File: config.mk
export PLATFORM = sky130hd
export DESIGN_NAME = am2930_prefetch_q
export DESIGN_NICKNAME = d
export VERILOG_FILES = /design/src/rtl/am2930_prefetch_q_pkg.sv /design/src/rtl/am29_sync_fifo.sv /design/src/rtl/am2930_prefetch_q.sv
export SDC_FILE = /design/constraint.sdc
export NUM_CORES = 1
export LEC_CHECK = 0
export ABC_AREA = 1
export CAP_MARGIN = 5
export CORE_UTILIZATION = 50
export DETAILED_ROUTE_END_ITERATION = 16
export PLACE_DENSITY = 0.75
export SYNTH_ARGS = -nofsm -noshare
export SYNTH_HDL_FRONTEND = slang
export SYNTH_HIERARCHICAL = 1
export SYNTH_SLANG_ARGS = --single-unit
File: constraint.sdc
create_clock -name cp -period 5.5 [get_ports cp]
set_input_delay 0.825 -clock cp [delete_from_list [all_inputs] [get_ports cp]]
set_output_delay 0.825 -clock cp [all_outputs]
set_load 0.005 [all_outputs]
File: src/rtl/am2930_prefetch_q_pkg.sv
// am2930_prefetch_q_pkg: shared FSM encodings and am2930 opcode constants for the prefetch queue.
package am2930_prefetch_q_pkg;
  localparam logic [1:0] IDLE = 2'd0;
  localparam logic [1:0] REQ = 2'd1;
  localparam logic [1:0] DISCARD = 2'd2;
  localparam logic [4:0] PSUS = 5'b11111;
  localparam logic [4:0] PRST = 5'b00000;
endpackage

File: src/rtl/am29_sync_fifo.sv
// am29_sync_fifo: in-order storage with head/tail pointers, occupancy count and flush.
module am29_sync_fifo #(
  parameter int W = 20,
  parameter int DEPTH = 4,
  localparam int CW = $clog2(DEPTH + 1),
  localparam int PW = $clog2(DEPTH)
) (
  input  logic          clk,
  input  logic          rst,
  input  logic          flush,
  input  logic          wr,
  input  logic [W-1:0]  wdata,
  input  logic          rd,
  output logic [W-1:0]  rdata,
  output logic [CW-1:0] count
);
  logic [W-1:0] mem [DEPTH];
  logic [PW-1:0] head, tail;
  logic do_rd;
  assign do_rd = rd && count != '0;
  assign rdata = mem[head];
  always_ff @(posedge clk)
    if (rst || flush) begin
      head <= '0;
      tail <= '0;
      count <= '0;
    end else begin
      if (wr) tail <= tail + 1'b1;
      if (do_rd) head <= head + 1'b1;
      count <= count + CW'(wr) - CW'(do_rd);
    end
  always_ff @(posedge clk)
    if (wr && !rst && !flush) mem[tail] <= wdata;
endmodule

File: src/rtl/am2930_prefetch_q.sv
// am2930_prefetch_q: am2930 PCU prefetch queue with ien_ throttle and branch flush.
// Define PREFETCH_BYPASS_EN to forward an ack straight to ir when the queue is empty.
module am2930_prefetch_q
  import am2930_prefetch_q_pkg::*;
#(
  parameter int AW = 4,
  parameter int DW = 16,
  parameter int DEPTH = 4,
  localparam int CW = $clog2(DEPTH + 1)
) (
  input  logic          cp,
  input  logic          rst,
  input  logic [AW-1:0] y,
  input  logic          y_valid,
  input  logic          flush,
  output logic          ien_,
  output logic [AW-1:0] mem_addr,
  output logic          mem_rd,
  input  logic [DW-1:0] mem_data,
  input  logic          mem_ack,
  output logic [DW-1:0] ir,
  output logic [AW-1:0] ir_addr,
  output logic          ir_valid,
  input  logic          ir_take,
  output logic [CW-1:0] count,
  output logic          empty_,
  output logic          full_
);
  logic [1:0] state;
  logic push, pop, acc, wr;
  logic [CW:0] cnt_next;
  logic [AW+DW-1:0] head;
  assign push = state == REQ && mem_ack && !flush;
  assign pop = ir_take && ir_valid;
  assign cnt_next = {1'b0, count} + (CW+1)'(push) - (CW+1)'(pop);
  assign acc = !rst && !flush && y_valid && (state == IDLE || (state == REQ && mem_ack))
               && cnt_next < (CW+1)'(DEPTH);
  assign ien_ = !acc;
  assign mem_rd = state == REQ;
  assign empty_ = count != '0;
  assign full_ = count != CW'(DEPTH);
`ifdef PREFETCH_BYPASS_EN
  logic byp;
  assign byp = push && count == '0;
  assign wr = push && !(byp && ir_take);
  assign ir_valid = count != '0 || byp;
  assign {ir_addr, ir} = byp ? {mem_addr, mem_data} : head;
`else
  assign wr = push;
  assign ir_valid = count != '0;
  assign {ir_addr, ir} = head;
`endif
  am29_sync_fifo #(.W(AW + DW), .DEPTH(DEPTH)) u_fifo (
    .clk(cp), .rst(rst), .flush(flush), .wr(wr), .wdata({mem_addr, mem_data}),
    .rd(ir_take), .rdata(head), .count(count)
  );
  // An ack always closes the read; flush without ack leaves it outstanding as DISCARD.
  always_ff @(posedge cp)
    if (rst) begin
      state <= IDLE;
      mem_addr <= '0;
    end else if (acc) begin
      state <= REQ;
      mem_addr <= y;
    end else if (state == REQ) state <= mem_ack ? IDLE : (flush ? DISCARD : REQ);
    else if (state == DISCARD && mem_ack) state <= IDLE;
endmodule

# == Word level (Yosys, flattened, before mapping) ==
# Memory sizes are Yosys's and may differ from the RTL's. A register that Yosys moved wholly into a read port is not among the register bits.
# Cells that the tools add are included.
# classes
add_sub_neg,6
n_lt_le_gt_ge,1
n_eq_ne,3
muxes,9
n_reduce_logical,20
# ops
op,n
$mux W2,6
$logic_and A1 B1 Y1,10
$reduce_bool A3 Y1,2
$add A2 B1 Y2 const B,2
$add A3 B1 Y4,1
$lt A4 B3 Y1 const B,1
$sub A4 B1 Y4,1
$add A3 B1 Y3,1
$logic_not A1 Y1,3
$mux W1,3
$ne A3 B3 Y1 const B,1
$sub A3 B1 Y3,1
$eq A2 B1 Y1 const B,1
$eq A2 B2 Y1 const B,1
$logic_not A2 Y1,1
$logic_or A1 B1 Y1,2
$reduce_bool A2 Y1,1
$reduce_or A2 Y1,1
# word_totals
register_bits,13
mem_bits_rw,80
in_bits,26
output_inout_bits,32
n_memories,1
# mem_list
memory,depth,width,read_ports,rd_ports_with_merged_regs,wr,line,text
u_fifo.mem,4,20,1,1,1,am29_sync_fifo.sv:17,logic [W-1:0] mem [DEPTH];

# == Depth between registers and ports, before layout ==
# Gate-level depths: netlist of run 1.
# logic_depth
word_depth,8
depth_mapped,15
mapped_depth_nobuf,15

# == Modules after synthesis ==
# The synthesis of run 1 kept the hierarchy.
# modules_own_cells
module,instances,cells_per_inst,area_per_inst_um2,seq_area_each_um2
am29_sync_fifo,1,257,3407.0,2582.5
am2930_prefetch_q,1,79,486.7,120.1

# == Worst setup path before layout of run 1 ==
# OpenSTA, ideal clock, no wires.
# synth_path
path_type,input -> output
start,input flush
end,output ien_
t_arrival_ns,1.913
t_required_ns,4.675
slack_ns,2.762
stages,12
cell_sequence,inv_1 > nand3_1 > ha_1 > inv_1 > ha_1 > nand2_1 > clkinv_1 > nand2_2 > nand2_1 > nand2_1 > nand2_2 > nand2_2
# synth_between
elab_chain_len,7
word_cells_on_any_way,10
classes_between,add/sub: 2; order compare: 1; reduce/logical: 7
# synth_rtl
element,line,text
start: declaration,am2930_prefetch_q.sv:15,"input logic flush,"
$logic_not A1 Y1 (*),"am2930_prefetch_q.sv:33, am2930_prefetch_q.sv:36",
$logic_and A1 B1 Y1,am2930_prefetch_q.sv:33,assign push = state == REQ && mem_ack && !flush;
$add A3 B1 Y4,am2930_prefetch_q.sv:35,"assign cnt_next = {1'b0, count} + (CW+1)'(push) - (CW+1)'(pop);"
$sub A4 B1 Y4,am2930_prefetch_q.sv:35,
$lt A4 B3 Y1,am2930_prefetch_q.sv:37,&& cnt_next < (CW+1)'(DEPTH);
$logic_and A1 B1 Y1 (*),am2930_prefetch_q.sv:37,
$logic_not A1 Y1 (*),am2930_prefetch_q.sv:38,assign ien_ = !acc;
end: declaration,am2930_prefetch_q.sv:16,"output logic ien_,"
# Mark *: on every way between the ends. The rest lies on a longest branch, timed or not.

# == Worst setup path in the final report of run 1 ==
# Ends and elaborated chain as after synthesis.

==> impl_metrics.sql, run 1 <==
INSERT INTO impl_metrics (metric_group, metric, value, unit) VALUES
('power_and_ir_drop', 'pwr-share-comb', '0.040', ''),
('final_layout', 'layout_common_cells', 'sky130_fd_sc_hd__edfxtp_1, sky130_fd_sc_hd__nor2_1, sky130_fd_sc_hd__clkdlybuf4s50_1', ''),
('power_and_ir_drop', 'cellPowerDensity', '276.8', 'mW/mm^2'),
('power_and_ir_drop', 'static_power_due_to_leakage', '1.710', 'nW'),
('clocking', 'cts_hold_buf', '0', ''),
('placement', 'io_port_bufs', '57', ''),
('clocking', 'worstSkewPairLatency', '360', 'ps'),
('setup_path', 'critical_path.max_stage_delay', '520', 'ps'),
('synth', 'synth.avg_cell_area', '11.59', 'um^2'),
('synth', 'synth_cell_type_count', '24', ''),
('clocking', 'ctsHtreeMaxLevel', '3', ''),
('timing', 'timing.clock.skew', '12.68', 'ps'),
('global_routing', 'grt_start_max_net_pins', '42', ''),
('global_routing', 'first_global_vias', '2583', ''),
('route', 'post_detailed_routing_wire_length', '7540', 'um'),
('outcome', 'run_status', 'finished clean', ''),
('clocking', 'tritoncts', 'yes', ''),
('die', 'initial_utilization', '0.5256', ''),
('die', 'rows', '31', ''),
('global_routing', 'grt.total_usage', '0.1984', ''),
('route', 'drt-initial-drc-count', '129', ''),
('die', 'core', '0.007408', 'mm^2'),
('final_layout', 'layout.nets', '431', ''),
('route', 'avgRoutedWirePerCell', '15.11', 'um'),
('synth', 'post_synthesis_sequential_element_count', '95', ''),
('timing', 'post-route-min-period', '3898', 'ps'),
('synth', 'ys_seq_area_frac', '0.6941', ''),
('job', 'drv.max_cap_violation_count', '0', ''),
('route', 'viasPerCell', '5.226', ''),
('setup_path', 'worst_setup_path_start_kind', 'input port', ''),
('timing', 'achievable-frequency', '256.5', 'MHz'),
('die', 'floorplan.die.width', '90.25', 'um'),
('timing', 'report.final.hold_viol_count', '0', ''),
('timing', 'hold-worst-slack', '511.9', 'ps'),
('placement', 'dp_hpwl', '4819', 'um'),
('clocking', 'cts_setup_buffers', '0', ''),
('placement', 'place_congestion', '0.7944', ''),
('final_layout', 'post_route_cells_drive_above_1_share', '0.08750', ''),
('setup_path', 'arrival', '3070', 'ps'),
('synth', 'syn-instance-count', '336', ''),
('final_layout', 'antenna_cells', '0', ''),
('power_and_ir_drop', 'sw_frac_of_total', '0.2185', ''),
('power_and_ir_drop', 'p_total', '1.325', 'mW'),
('setup_path', 'critical-path-top-delay-family', 'buffers and inverters', ''),
('clocking', 'post_cts.resized_instances', '0', ''),
('timing', 'worst_rel_slew_slack', '0.2345', ''),
('synth', 'ys_warn_count', '6', ''),
('die', 'top_level_ports', '58', ''),
('power_and_ir_drop', 'power.net_switching', '0.2895', 'mW'),
('power_and_ir_drop', 'share_clk_of_total_power', '0.368', ''),
('setup_path', 'cp_cell_sequence', 'clkdlybuf4s50_1 > inv_1 > nand3_1 > ha_1 > inv_1 > ha_1 > nand2_1 > clkinv_1 > nand2_2 > nand2_1 > nand2_1 > nand2_2 > nand2_2 > clkdlybuf4s50_1', ''),
('setup_path', 'total_buffers_and_inverters_traversed_by_the_critical_path', '5', ''),
('clocking', 'cts-root-to-sink-buffers', '2', ''),
('global_routing', 'grt_first_pass_wirelength', '12410', 'um'),
('die', 'die-area', '0.008144', 'mm^2'),
('final_layout', 'areaGrowthSynthToFinish', '22.94', '%'),
('clocking', 'path_clk_slew', '100', 'ps'),
('timing', 'setup_tns_final', '0', 'ps'),
('clocking', 'clkSinkCount', '95', ''),
('clocking', 'cts_buffers', '9', ''),
('timing', 'max_slew_violation_count', '0', ''),
('setup_path', 'worst_ep_required_time', '4680', 'ps'),
('die', 'die_height', '90.25', 'um'),
('setup_path', 'cp_slowest_cell', 'sky130_fd_sc_hd__clkdlybuf4s50_1', ''),
('setup_path', 'critical_path.max_fanout', '5', ''),
('power_and_ir_drop', 'power_report.internal_total', '1.035', 'mW'),
('timing', 'worst_max_slew_pin_slew', '1147', 'ps'),
('timing', 'setup_viol_count_final', '0', ''),
('setup_path', 'cp-end-kind', 'primary output', ''),
('final_layout', 'layout.cells.most_common', 'sky130_fd_sc_hd__edfxtp_1', ''),
('global_routing', 'gr-total-overflow', '0', '');
==> flip-flops by register name, indices dropped and copies added, names as in the netlist, named ones only <==
name	flops
u_fifo/head	2
mem_addr	4
u_fifo/mem	80
u_fifo/tail	2
state	2
u_fifo/count	3
==> cells by family after synthesis <==
family / share of synthesized area
AO/OA/AOI/OAI: 0.1051
adder cells (fa/ha/maj): 0.03406
buffers and inverters: 0.05077
flip-flops: 0.6941
AND/OR/NAND/NOR: 0.1160
==> layout make-up <==
| class | count | area, um^2 | area share |
|---|---|---|---|
| Clock inverter | 7 | 97.59 | 0.02039 |
| Inverter | 36 | 135.1 | 0.02823 |
| Timing Repair Buffer | 61 | 600.6 | 0.1255 |
| Multi-Input combinational cell | 192 | 1003 | 0.2096 |
| Tap cell | 99 | 123.9 | 0.02588 |
| Clock buffer | 9 | 123.9 | 0.02588 |
| Sequential cell | 95 | 2703 | 0.5646 |
==> final timing paths <==
path	startpoint	to	slack, ps	cells after the start
setup / recovery	flush	ien_	1600	14
hold / removal	u_fifo/head[0]	u_fifo/head[0]	510	2
setup reg to reg	state[0]	u_fifo/mem[1][5]	3270	6
hold reg to reg	u_fifo/head[0]	u_fifo/head[0]	510	2
==> cell usage after synthesis (all sizes together) <==
library cell / number / share of area
edfxtp: 80 / 0.62
buf: 9 / 0.012
and2: 1 / 0.0016
nand2: 27 / 0.028
o221ai: 1 / 0.0022
fa: 1 / 0.0051
nand3: 15 / 0.019
clkinv: 1 / 0.00096
o21ai: 43 / 0.055
nor2: 65 / 0.067
ha: 9 / 0.029
a21oi: 9 / 0.013
clkbuf: 4 / 0.0039
inv: 35 / 0.034
dfxtp: 15 / 0.077
o22ai: 20 / 0.032
a21boi: 1 / 0.0019
==> power groups by stage <==
| stage | sequential (mW) | combinational, mW | clock, mW |
|---|---|---|---|
| floorplan | 0.801 | 0.0174 | 0 |
| global placement | 0.801 | 0.0511 | 0 |
| detailed placement | 0.802 | 0.0526 | 0 |
| CTS | 0.785 | 0.0530 | 0.496 |
| global route | 0.786 | 0.0580 | 0.527 |
| finish | 0.785 | 0.0526 | 0.487 |
==> stage by stage <==
stage	std cells	util	setup WS [ps]	cell area [um^2]
after floorplan	336	-	2762	3894
after global placement	483	0.6163	1692	4566
after detailed placement	483	0.6163	1606	4566
after CTS	499	0.6462	1594	4787
after global routing	499	0.6462	1457	4787
final	499	0.6462	1602	4787
==> metal layers <==
layer | routed length (um) | up-vias | GRT usage
met5 | 0 | - | 0
li1 | - | 1286 | -
met3 | 463 | 9 | 0.05499
met2 | 3860 | 87 | 0.3410
met1 | 3139 | 1226 | 0.2414
met4 | 75 | 0 | 0.06586
==> tightest hold or removal path, cell delays in order, from the launching register on <==
cell and delay (ps):
sky130_fd_sc_hd__dfxtp_1 350, sky130_fd_sc_hd__a21oi_1 50, sky130_fd_sc_hd__nor2_1 80
No activity file was read; power rests on OpenSTA's default activity.
==> run 2, diff against run 1 <==
==> constraint.sdc (replaced) <==
create_clock -name cp -period 4.1 [get_ports cp]
set_input_delay 0.615 -clock cp [delete_from_list [all_inputs] [get_ports cp]]
set_output_delay 0.615 -clock cp [all_outputs]
set_load 0.005 [all_outputs]
==> impl_metrics.sql, run 2 (same netlist as run 1, synthesis figures left out) <==
INSERT INTO impl_metrics (metric_group, metric, value, unit) VALUES
('outcome', 'run_status', 'finished clean', ''),
('clocking', 'post_cts.resized_instances', '0', ''),
('global_routing', 'antenna_found_initial', '0', ''),
('setup_path', 'cp_slowest_cell', 'sky130_fd_sc_hd__clkdlybuf4s50_1', ''),
('setup_path', 'total_buffers_and_inverters_traversed_by_the_critical_path', '5', ''),
('route', 'firstDrtPassIters', '4', ''),
('route', 'post_detailed_routing_wire_length', '7268', 'um'),
('setup_path', 'critical-path-top-delay-family', 'buffers and inverters', ''),
('clocking', 'ctsRootBufferMaster', 'sky130_fd_sc_hd__clkbuf_8', ''),
('timing', 'max_slew_violation_count', '0', ''),
('timing', 'timing.clock.skew', '10.50', 'ps'),
('final_layout', 'antenna_cells', '0', ''),
('placement', 'dp_cells', '485', ''),
('power_and_ir_drop', 'worst_ir_drop_vdd', '0.2031', 'mV'),
('timing', 'grt_setup_unrepaired', 'false', ''),
('power_and_ir_drop', 'power_report.internal_total', '1.376', 'mW'),
('timing', 'period_share', '0.8504', ''),
('clocking', 'worstSkewPairLatency', '360', 'ps'),
('setup_path', 'cp_cell_sequence', 'clkdlybuf4s50_1 > inv_1 > nand3_1 > ha_1 > inv_1 > ha_1 > nand2_1 > clkinv_1 > nand2_2 > nand2_1 > nand2_1 > nand2_2 > nand2_2 > clkdlybuf4s50_1', ''),
('die', 'initial_utilization', '0.5256', ''),
('global_routing', 'grt_first_pass_wirelength', '12050', 'um'),
('route', 'drc_errors', '0', ''),
('setup_path', 'critical_path.max_stage_delay', '520', 'ps'),
('setup_path', 'critical_path.max_fanout', '5', ''),
('worst_hold_path', 'holdCritPathClass', 'flop to flop', ''),
('timing', 'worst_max_slew_pin_slew', '709.8', 'ps'),
('global_routing', 'gr-total-overflow', '0', ''),
('placement', 'dp_hpwl', '4557', 'um'),
('setup_path', 'critPathKind', 'input port to primary output', ''),
('final_layout', 'stdcell_count', '501', ''),
('final_layout', 'registers.top_by_ff_count', 'u_fifo/mem', ''),
('power_and_ir_drop', 'pwr-share-comb', '0.040', ''),
('setup_path', 'arrival', '2870', 'ps'),
('job', 'drv.max_cap_violation_count', '0', ''),
('clocking', 'cts_buffers', '9', ''),
('clocking', 'clkSinkCount', '95', ''),
('die', 'core', '0.007408', 'mm^2'),
('timing', 'report.final.hold_viol_count', '0', ''),
('timing', 'setup_viol_count_final', '0', ''),
('final_layout', 'layout_common_cells', 'sky130_fd_sc_hd__edfxtp_1, sky130_fd_sc_hd__nor2_1, sky130_fd_sc_hd__clkdlybuf4s50_1', ''),
('final_layout', 'layout.nets', '433', ''),
('clocking', 'tritoncts', 'yes', ''),
('power_and_ir_drop', 'cellPowerDensity', '362.2', 'mW/mm^2'),
('setup_path', 'worst_ep_required_time', '3480', 'ps'),
('route', 'final_antenna_net_count', '0', ''),
('power_and_ir_drop', 'power.net_switching', '0.3574', 'mW'),
('timing', 'worst_rel_slew_slack', '0.5261', ''),
('global_routing', 'grt.total_usage', '0.1938', ''),
('clocking', 'cts-root-to-sink-buffers', '2', ''),
('setup_path', 'cp-end-kind', 'primary output', ''),
('clocking', 'cts_setup_buffers', '0', ''),
('timing', 'post-route-min-period', '3487', 'ps'),
('route', 'viasPerCell', '5.238', ''),
('route', 'avgRoutedWirePerCell', '14.51', 'um'),
('power_and_ir_drop', 'static_power_due_to_leakage', '1.713', 'nW'),
('placement', 'place_congestion', '0.7692', ''),
('timing', 'setup_tns_final', '0', 'ps'),
('final_layout', 'layout.cells.most_common', 'sky130_fd_sc_hd__edfxtp_1', ''),
('die', 'die-area', '0.008144', 'mm^2'),
('route', 'drt-initial-drc-count', '115', ''),
('final_layout', 'largestRegisters', 'u_fifo/mem: 80 flops, mem_addr: 4 flops, u_fifo/count: 3 flops', ''),
('power_and_ir_drop', 'sw_frac_of_total', '0.2062', ''),
('clocking', 'cts_hold_buf', '0', ''),
('final_layout', 'post_route_cells_drive_above_1_share', '0.08955', ''),
('die', 'top_level_ports', '58', ''),
('die', 'floorplan.die.width', '90.25', 'um'),
('global_routing', 'grt_start_max_net_pins', '42', ''),
('final_layout', 'areaGrowthSynthToFinish', '22.91', '%'),
('clocking', 'path_clk_slew', '90', 'ps'),
('route', 'route.vias.total', '2624', ''),
('final_layout', 'largest_register_ff_count', '80', ''),
('clocking', 'ctsHtreeMaxLevel', '3', ''),
('placement', 'io_port_bufs', '57', ''),
('power_and_ir_drop', 'share_clk_of_total_power', '0.352', ''),
('die', 'die_height', '90.25', 'um'),
('setup_path', 'worst_setup_path_start_kind', 'input port', ''),
('die', 'rows', '31', ''),
('power_and_ir_drop', 'share_seq_of_total_power', '0.607', ''),
('timing', 'achievable-frequency', '286.8', 'MHz'),
('global_routing', 'first_global_vias', '2542', '');
run 2: cell types whose count changed in the layout (fill, tap and decap cells not counted), sizes merged:
cell,delta
buf,+2
clkinv,+1
inv,-1
run 2: per-stage QoR:
step | setup WS [ps] | utilization | instance area, um^2 | total power [mW] | hold WS (ps)
2_1_floorplan | 1782 | - | 3894 | 1.098 | 448.1
3_3_place_gp | 713.3 | 0.6183 | 4581 | 1.144 | 476.8
3_5_place_dp | 632.2 | 0.6183 | 4581 | 1.145 | 468.7
4_1_cts | 621.9 | 0.6460 | 4786 | 1.746 | 500.1
5_1_grt | 429.7 | 0.6460 | 4786 | 1.798 | 537.7
6_report | 613.3 | 0.6460 | 4786 | 1.734 | 504.6
run 2: worst min-delay path: stages, from the launching register on:
cell and delay (ps):
sky130_fd_sc_hd__dfxtp_1 350, sky130_fd_sc_hd__a21oi_1 60, sky130_fd_sc_hd__nor2_1 70
run 2: cell type report:
cell class                      count  area [um^2]
Clock buffer                        9        123.9
Clock inverter                      7        81.33
Fill cell                         557         2623
Inverter                           36        135.1
Multi-Input combinational cell    192         1003
Sequential cell                    95         2703
Tap cell                           99        123.9
Timing Repair Buffer               63        615.6
run 2: power groups by stage:
stage	Clock [mW]	Combinational [mW]	Sequential [mW]
final	0.611	0.0699	1.05
after global routing	0.667	0.0771	1.05
after CTS	0.623	0.0705	1.05
after detailed placement	0	0.0699	1.08
after global placement	0	0.0685	1.08
after floorplan	0	0.0234	1.07
run 2: per-layer routing:
layer,wire length [um],up-vias,GRT usage
met3,404,10,0.03553
met1,3122,1248,0.2392
met5,0,-,0
li1,-,1292,-
met2,3607,74,0.3276
met4,133,0,0.09677
run 2: final timing paths:
kind	from	end	slack, ps	cells after the start
setup / recovery	flush	ien_	610	14
hold / removal	u_fifo/head[0]	u_fifo/head[0]	500	2
setup reg to reg	u_fifo/count[2]	mem_addr[1]	2010	13
hold reg to reg	u_fifo/head[0]	u_fifo/head[0]	500	2
==> run 3, diff against run 2 <==
--- a/config.mk
+++ b/config.mk
@@ -10,6 +10,7 @@
 export CORE_UTILIZATION = 50
 export DETAILED_ROUTE_END_ITERATION = 16
 export PLACE_DENSITY = 0.75
+export SLEW_MARGIN = 20
 export SYNTH_ARGS = -nofsm -noshare
 export SYNTH_HDL_FRONTEND = slang
 export SYNTH_HIERARCHICAL = 1
==> results of run 3 <==
No change in the layout: final DEF, timing and power equal those of run 2.
